### src/rtl/cpu_defs_pkg.sv
// Shared definitions for the single-cycle MIPS front end:
// next-PC select encodings, fetch FSM states and instruction field slices.
package cpu_defs_pkg;

    typedef enum logic [1:0] {
        PC_SEQ    = 2'b00,
        PC_BRANCH = 2'b01,
        PC_JR     = 2'b10,
        PC_JUMP   = 2'b11
    } pc_src_e;

    typedef enum logic [1:0] {
        ST_RUN   = 2'b00,
        ST_HALT  = 2'b01,
        ST_FAULT = 2'b10
    } fetch_state_e;

    localparam logic [5:0] HALT_OPCODE_DEF = 6'b111111;

    localparam int OPCODE_MSB = 31;
    localparam int OPCODE_LSB = 26;

endpackage

### src/rtl/pc_fetch_unit_next_pc_mux.sv
// Next-PC target selection plus alignment / ROM-range validity check.
// Purely combinational.
module next_pc_mux
    import cpu_defs_pkg::*;
#(
    parameter int ROM_BYTES = 100
) (
    input  logic [31:0] pc4,
    input  logic [1:0]  pc_src,
    input  logic [31:0] ext_imm,
    input  logic [31:0] reg_rs,
    input  logic [25:0] j_addr,
    output logic [31:0] target,
    output logic        bad
);

    logic [32:0] last_byte;

    always_comb begin
        target = pc4;
        unique case (pc_src)
            PC_SEQ:    target = pc4;
            PC_BRANCH: target = pc4 + (ext_imm << 2);
            PC_JR:     target = reg_rs;
            PC_JUMP:   target = {pc4[31:28], j_addr, 2'b00};
            default:   target = pc4;
        endcase
    end

    // 33-bit sum so a carry out of bit 31 counts as out of range
    assign last_byte = {1'b0, target} + 33'd3;

    assign bad = (target[1:0] != 2'b00) || (last_byte >= 33'(ROM_BYTES));

endmodule

### src/rtl/pc_fetch_unit.sv
// Program counter, fetch FSM (RUN/HALT/FAULT) and fetched-instruction
// counter feeding the instruction ROM address.
module pc_fetch_unit
    import cpu_defs_pkg::*;
#(
    parameter logic [31:0] RESET_PC    = 32'h0000_0000,
    parameter int          ROM_BYTES   = 100,
    parameter logic [5:0]  HALT_OPCODE = HALT_OPCODE_DEF
) (
    input  logic        CLK,
    input  logic        Reset,
    input  logic        PCWre,
    input  logic [1:0]  PCSrc,
    input  logic [31:0] ExtImm,
    input  logic [31:0] RegRs,
    input  logic [25:0] JAddr,
    input  logic [31:0] Ins,
    output logic [31:0] CurPC,
    output logic [31:0] PC4,
    output logic        Halted,
    output logic        Fault,
    output logic [31:0] InsCount
);

    fetch_state_e state;
    logic [31:0]  target;
    logic         bad;
    logic         is_halt;
    logic         unused_ins;

    assign PC4        = CurPC + 32'd4;
    assign is_halt    = (Ins[OPCODE_MSB:OPCODE_LSB] == HALT_OPCODE);
    assign unused_ins = ^Ins[OPCODE_LSB-1:0];

    next_pc_mux #(
        .ROM_BYTES(ROM_BYTES)
    ) u_next_pc_mux (
        .pc4    (PC4),
        .pc_src (PCSrc),
        .ext_imm(ExtImm),
        .reg_rs (RegRs),
        .j_addr (JAddr),
        .target (target),
        .bad    (bad)
    );

    always_ff @(posedge CLK) begin
        if (Reset) begin
            state    <= ST_RUN;
            CurPC    <= RESET_PC;
            InsCount <= 32'd0;
            Halted   <= 1'b0;
            Fault    <= 1'b0;
        end else begin
            unique case (state)
                ST_RUN: begin
                    // halt wins over stall and over a bad target
                    if (is_halt) begin
                        state  <= ST_HALT;
                        Halted <= 1'b1;
                    end else if (PCWre) begin
                        if (bad) begin
                            state <= ST_FAULT;
                            Fault <= 1'b1;
                        end else begin
                            CurPC    <= target;
                            InsCount <= InsCount + 32'd1;
                        end
                    end
                end
                ST_HALT: begin
                    Halted <= 1'b1;
                    Fault  <= 1'b0;
                end
                ST_FAULT: begin
                    Halted <= 1'b0;
                    Fault  <= 1'b1;
                end
                default: begin
                    state  <= ST_FAULT;
                    Halted <= 1'b0;
                    Fault  <= 1'b1;
                end
            endcase
        end
    end

endmodule
### config.mk
export PLATFORM = sky130hd
export DESIGN_NAME = pc_fetch_unit
export DESIGN_NICKNAME = d
export VERILOG_FILES = /design/src/rtl/cpu_defs_pkg.sv /design/src/rtl/pc_fetch_unit_next_pc_mux.sv /design/src/rtl/pc_fetch_unit.sv
export SDC_FILE = /design/constraint.sdc
export NUM_CORES = 1
export LEC_CHECK = 0
export BUFFER_PORTS_ARGS = -buffer_cell sky130_fd_sc_hd__buf_2
export CAP_MARGIN = 5
export CORE_ASPECT_RATIO = 0.75
export CORE_UTILIZATION = 40
export CTS_BUF_LIST = sky130_fd_sc_hd__clkbuf_8
export DETAILED_ROUTE_END_ITERATION = 7
export PLACE_DENSITY = 0.69
export SYNTH_ARGS = -nofsm -noshare
export SYNTH_HDL_FRONTEND = slang
export SYNTH_SLANG_ARGS = --single-unit
### constraint.sdc
create_clock -name CLK -period 6.6 [get_ports CLK]
set_input_delay 1.32 -clock CLK [delete_from_list [all_inputs] [get_ports CLK]]
set_output_delay 1.32 -clock CLK [all_outputs]
set_load 0.1 [all_outputs]
# Word-level counts from Yosys, hierarchy flattened

Cells that the tools add are included.

Bits in registers: 68
Bits of input ports: 127
Output and inout bits: 98

$add $sub $neg: 4
Order comparisons: 1
Equal/unequal tests: 12
Muxes and demuxes: 11
Bitwise logic cells: 3
Reduce and logical (&&, ||, !) cells: 8

Operators with widths:

| operator              | number |
|---|---|
| $pmux 32 s4           | 1 |
| $add 32x2->33 const B | 1 |
| $ge 33x7->1 const B   | 1 |
| $add 32x1->32 const B | 1 |
| $add 32x3->32 const B | 1 |
| $add 32x32->32        | 1 |
| $ne 2x2->1 const B    | 4 |
| $eq 2x2->1 const B    | 3 |
| $eq 6x6->1 const B    | 1 |
| $mux 2                | 3 |
| $ne 3x3->1 const B    | 2 |
| $reduce_and 3->1      | 2 |
| $eq 2x1->1 const B    | 2 |
| $logic_not 2->1       | 2 |
| $mux 1                | 4 |
| $pmux 1 s2            | 2 |
| $pmux 2 s2            | 1 |
| $reduce_and 4->1      | 1 |
| $not 1->1             | 3 |
| $reduce_bool 2->1     | 1 |
| $reduce_or 2->1       | 1 |
| $logic_or 1x1->1      | 1 |

# Longest topological paths before layout

Depth in word-level cells: 10
Depth in mapped cells: 23
Mapped depth without buffers: 19

# Modules after synthesis

From an unflattened synthesis, not the netlist that was laid out.

Cell total of the unflattened synthesis: 802
Area total of the unflattened synthesis: 6,143.4 sq um

Modules (own cells, without submodules):

| module        | instances | cells an instance | area each (sq um) |
|---|---|---|---|
| pc_fetch_unit | 1         | 450               | 3,517.1 |
| next_pc_mux   | 1         | 352               | 2,626.3 |

# Least setup slack after synthesis

No wires, ideal clock.

Path type: reg2reg
Start: reg CurPC[4]
End: reg InsCount[25]
Setup time: 123 ps
Arrival time: 6,883 ps
Required time: 6,477 ps
Slack: -406 ps
Stages on the path, launching flop included: 21
Period minus slack after synthesis: 7,006 ps
Cells stage by stage: dfxtp_1 > and4_1 > nand4_1 > or2_2 > xnor2_1 > ha_1 > buf_2 > a21oi_1 > o21ai_1 > mux2_2 > o21ai_0 > o32ai_1 > nor3_1 > and4_1 > nand3_1 > o41a_1 > and4_1 > buf_6 > buf_6 > nand4_1 > mux2_1

Word-level cells in the longest chain between the ends: 8

Ends and longest elaborated chain:

| element                      | RTL line                        | text |
|---|---|---|
| from (decl)                  | pc_fetch_unit.sv:18             | `output logic [31:0] CurPC,` |
| from (signal assigned)       | pc_fetch_unit.sv:66             | `CurPC <= target;` |
| $add 32x3->32 *              | pc_fetch_unit.sv:31             | `assign PC4 = CurPC + 32'd4;` |
| net PC4[11]                  | pc_fetch_unit.sv:19             | `output logic [31:0] PC4,` |
| $add 32x32->32               | pc_fetch_unit_next_pc_mux.sv:23 | `PC_BRANCH: target = pc4 + (ext_imm << 2);` |
| $pmux 32 s4 *                | pc_fetch_unit_next_pc_mux.sv:21 | `unique case (pc_src)` |
| $add 32x2->33 *              | pc_fetch_unit_next_pc_mux.sv:31 | `assign last_byte = {1'b0, target} + 33'd3;` |
| $ge 33x7->1 *                | pc_fetch_unit_next_pc_mux.sv:33 | `assign bad = (target[1:0] != 2'b00) \|\| (last_byte >= 33'(ROM_BYTES));` |
| $logic_or 1x1->1 *           | pc_fetch_unit_next_pc_mux.sv:33 |  |
| $not 1->1 (no line) *        | n/a                             |  |
| $reduce_and 4->1 (no line) * | n/a                             |  |
| to (signal assigned)         | pc_fetch_unit.sv:67             | `InsCount <= InsCount + 32'd1;` |
| to (decl)                    | pc_fetch_unit.sv:22             | `output logic [31:0] InsCount` |

The timed path passes the listed nets; every way through them passes the cells marked *.
A chain may end at the register's enable or synchronous reset.

# Final worst setup path

Start: reg CurPC[2]
End: reg InsCount[27]

Word-level cells in the longest chain between the ends: 8

Ends and longest elaborated chain:

| element                      | RTL line |
|---|---|
| $add 32x3->32 *              | pc_fetch_unit.sv:31 |
| $add 32x32->32               | pc_fetch_unit_next_pc_mux.sv:23 |
| $pmux 32 s4 *                | pc_fetch_unit_next_pc_mux.sv:21 |
| $add 32x2->33 *              | pc_fetch_unit_next_pc_mux.sv:31 |
| $ge 33x7->1 *                | pc_fetch_unit_next_pc_mux.sv:33 |
| $logic_or 1x1->1 *           | pc_fetch_unit_next_pc_mux.sv:33 |
| $not 1->1 (no line) *        | n/a |
| $reduce_and 4->1 (no line) * | n/a |

Every way passes the cells marked *; elsewhere a longest branch is shown, timed or not.

==> results.py <==
metrics = {
    "setup_path": {
        "arrival_ns": 6.29,
        "critPathMaxStageDelay_ns": 0.59,
        "start_kind": "flip-flop",
        "critPathKind": "reg2reg",
        "cp-end-kind": "flip-flop",
        "path_max_fanout": 19,
        "crit_chain": "ha_1, nand3_1, nor3_4, nand4_1, xor2_1, inv_1, ha_1, a21o_1, o21ba_2, nor2_1, a211oi_1, o2bb2ai_1, a211oi_1, o2111ai_1, nor4b_1, and4_1, buf_4, nand4_1, mux2_1",
        "worstPathRequired_ns": 6.84,
        "critPathSlowestCell": "and4_1",
    },
    "routing": {
        "viasPerCell": 5.847,
        "highest_layer": "met4",
        "routedWlPerCell_um": 17.38,
        "ant_nets": 0,
        "wl_met2_um": 9593,
        "routed_wl_um": 22520,
        "wl_met3_um": 2006,
        "drt_pass1_iterations": 7,
        "drtIter0Drc": 554,
        "wl_met1_um": 10530,
        "vias": 7578,
        "drc": 0,
    },
    "finish": {
        "drive_gt1_share_pct": 25.25,
        "diodes": 0,
        "finalNetCount": 1241,
        "final_cells": 1296,
        "fillers": 1688,
        "post-route-util_pct": 49.06,
        "fin_area_um2": 8230,
        "area_growth_pct": 20.08,
    },
    "yosys": {
        "ys_seq_elements": 68,
        "ys_types": 92,
        "ys.flop_type": "dfxtp_1",
        "syn_nets": 1075,
        "ys_top_cells_by_area": "dfxtp_1 (20%), ha_1 (6.8%), nor2_1 (4.9%)",
        "yosysSeqAreaShare_pct": 19.86,
        "syn_inst": 910,
        "synth.avg_cell_area_um2": 7.532,
        "synth_top_area_share_pct": 19.86,
        "async_reset_ff_share_pct": 0,
        "yosysMostFrequentCell": "nor2_1",
        "yosysTopAreaCell": "dfxtp_1",
        "synthTopCellsByCount": "nor2_1 (90), nand2_1 (76), dfxtp_1 (68)",
        "syn_area_um2": 6854,
        "yosys_warnings": 0,
        "synth_edf_count": 0,
    },
    "clock_network": {
        "numCtsBuffers": 9,
        "holdBufCountCts": 0,
        "post-cts-setup-buffers": 0,
        "cts_resized": 0,
        "cts.sinks": 68,
        "insertion_delay_ns": 0.35,
        "cts-root-buf": "clkbuf_8",
        "path_clk_slew_ns": 0.09,
        "tritoncts": "built",
        "htree_levels": 3,
        "clockBufferDepth": 2,
    },
    "sta": {
        "rsz0062_at_grt": "no",
        "hold_violations": 0,
        "fin_setup_tns_ns": 0,
        "clock-skew-final_ns": 0.01191,
        "slew_headroom_pct": 22.61,
        "tightestPinTransition_ns": 1.161,
        "slew_violations": 0,
        "fin_crit_ns": 6.051,
        "finalSetupViolCount": 0,
        "period_share_pct": 91.69,
        "fmax_ghz": 0.1653,
        "whs_ns": 0.4899,
    },
    "worst_hold_path": {
        "hold_path.class": "reg2reg",
    },
    "power": {
        "ir_drop_mv": 0.08287,
        "cellPowerDensity_nw_per_um2": 121.4,
        "p_leak_nw": 3.965,
    },
    "global_route": {
        "grt_pass1_wl_um": 34730,
        "grt_use_total_pct": 24.68,
        "antenna_found_initial": 0,
        "grt_max_degree": 68,
        "first_global_vias": 6575,
        "grt_overflow": 0,
    },
    "placed_design": {
        "gp_congestion": 0.9674,
        "placed_cell_area_um2": 8024,
        "post-dp-hpwl_um": 17650,
        "dpl.cell_count": 1280,
        "io_buffers": 196,
    },
    "die": {
        "fp.dieArea_um2": 17670,
        "row_count": 41,
        "ios": 225,
        "die_w_um": 153.2,
        "start_util_pct": 40.86,
        "core_area_um2": 16770,
        "die_height_um": 115.4,
    },
    "status": {
        "status": "finished, final reports clean",
    },
    "flow_run": {
        "maxCapViolCount": 0,
    },
}
[flip-flops by register name (all words and copies together) (netlist names)]
name	cells
CurPC	32
Fault	1
Halted	1
InsCount	32
state	2
[where the power goes]
group / switching, mW / internal (mW) / leakage (nW)
clock network: 0.181 / 0.181 / 0.0988
registers: 0.000942 / 0.412 / 0.548
logic: 0.137 / 0.0869 / 3.32
[cell type report]
class | count | area, µm² | share of cell area, %
Multi-Input combinational cell | 761 | 5225 | 63.48
Clock buffer | 9 | 123.9 | 1.505
Tap cell | 215 | 269.0 | 3.268
Inverter | 30 | 112.6 | 1.368
Clock inverter | 7 | 82.58 | 1.003
Timing Repair Buffer | 206 | 1056 | 12.83
Sequential cell | 68 | 1361 | 16.54
[path summary, 6_finish.rpt]
kind / from / to / slack [ns] / cells past startpoint
worst min-delay path: Halted$_SDFFE_PP0P_ / Halted$_SDFFE_PP0P_ / 0.49 / 2
worst max register to register: CurPC[2]$_SDFFE_PP0P_ / InsCount[27]$_SDFFE_PP0P_ / 0.55 / 19
worst min register to register: Halted$_SDFFE_PP0P_ / Halted$_SDFFE_PP0P_ / 0.49 / 2
worst max-delay path: CurPC[2]$_SDFFE_PP0P_ / InsCount[27]$_SDFFE_PP0P_ / 0.55 / 19
[critical path: cells and delay by family, from the launching register on]
| kind | cells | cell delay (ns) |
|---|---|---|
| fa+ha+maj | 2 | 0.71 |
| simple gates | 7 | 1.92 |
| mux | 1 | 0.34 |
| flops | 1 | 0.50 |
| xor+xnor | 1 | 0.33 |
| buf+inv | 2 | 0.45 |
| compound gates | 6 | 1.66 |
[cell usage in the layout, fill, tap and decap left out, types with 4 or more instances in the layout]
cell,count
o22ai_1,7
buf_2,196
nor2_1,90
and3_1,29
xor2_2,5
a31oi_1,5
dfxtp_1,68
and4_1,15
a21oi_1,66
mux2i_1,15
o21ai_0,32
nor3_1,16
mux2_1,14
mux2_2,9
and2_1,33
or4_1,7
nand2_1,76
ha_1,37
nand4_1,30
or3_1,5
o21a_1,6
xnor2_1,17
clkbuf_8,9
buf_4,10
xnor2_2,11
o21bai_1,4
nor3b_1,4
inv_1,29
o21ai_1,9
o211ai_1,7
nor2b_1,23
nor4_1,10
a21o_1,12
a211oi_1,17
o2bb2ai_1,6
xor2_1,8
o31ai_1,8
nand3_1,42
nand2b_1,9
a211o_1,4
[through the flow]
step | worst slack [ns] | total power, mW
2_1_floorplan | 0.006830 | 0.5681
4_1_cts | 0.6501 | 1.004
5_1_grt | 0.2230 | 1.047
3_5_place_dp | 0.7156 | 0.6410
6_report | 0.5488 | 0.9990
3_3_place_gp | 0.7332 | 0.6383
[metal layers]
| metal | up-vias | global-route usage [%] |
|---|---|---|
| met2 | 351 | 38.05 |
| met3 | 32 | 4.599 |
| met1 | 3489 | 35.48 |
| li1 | 3706 | - |
| met5 | - | 0 |
| met4 | 0 | 5.522 |
[logic make-up after synthesis]
logic type | after synthesis | synth area share (%)
compound gates | 234 | 23.35
xor+xnor | 41 | 5.568
fa+ha+maj | 38 | 7.046
buf+inv | 81 | 5.330
flops | 68 | 19.86
mux | 42 | 7.065
simple gates | 406 | 31.78
(Power assumes the default switching activity.)
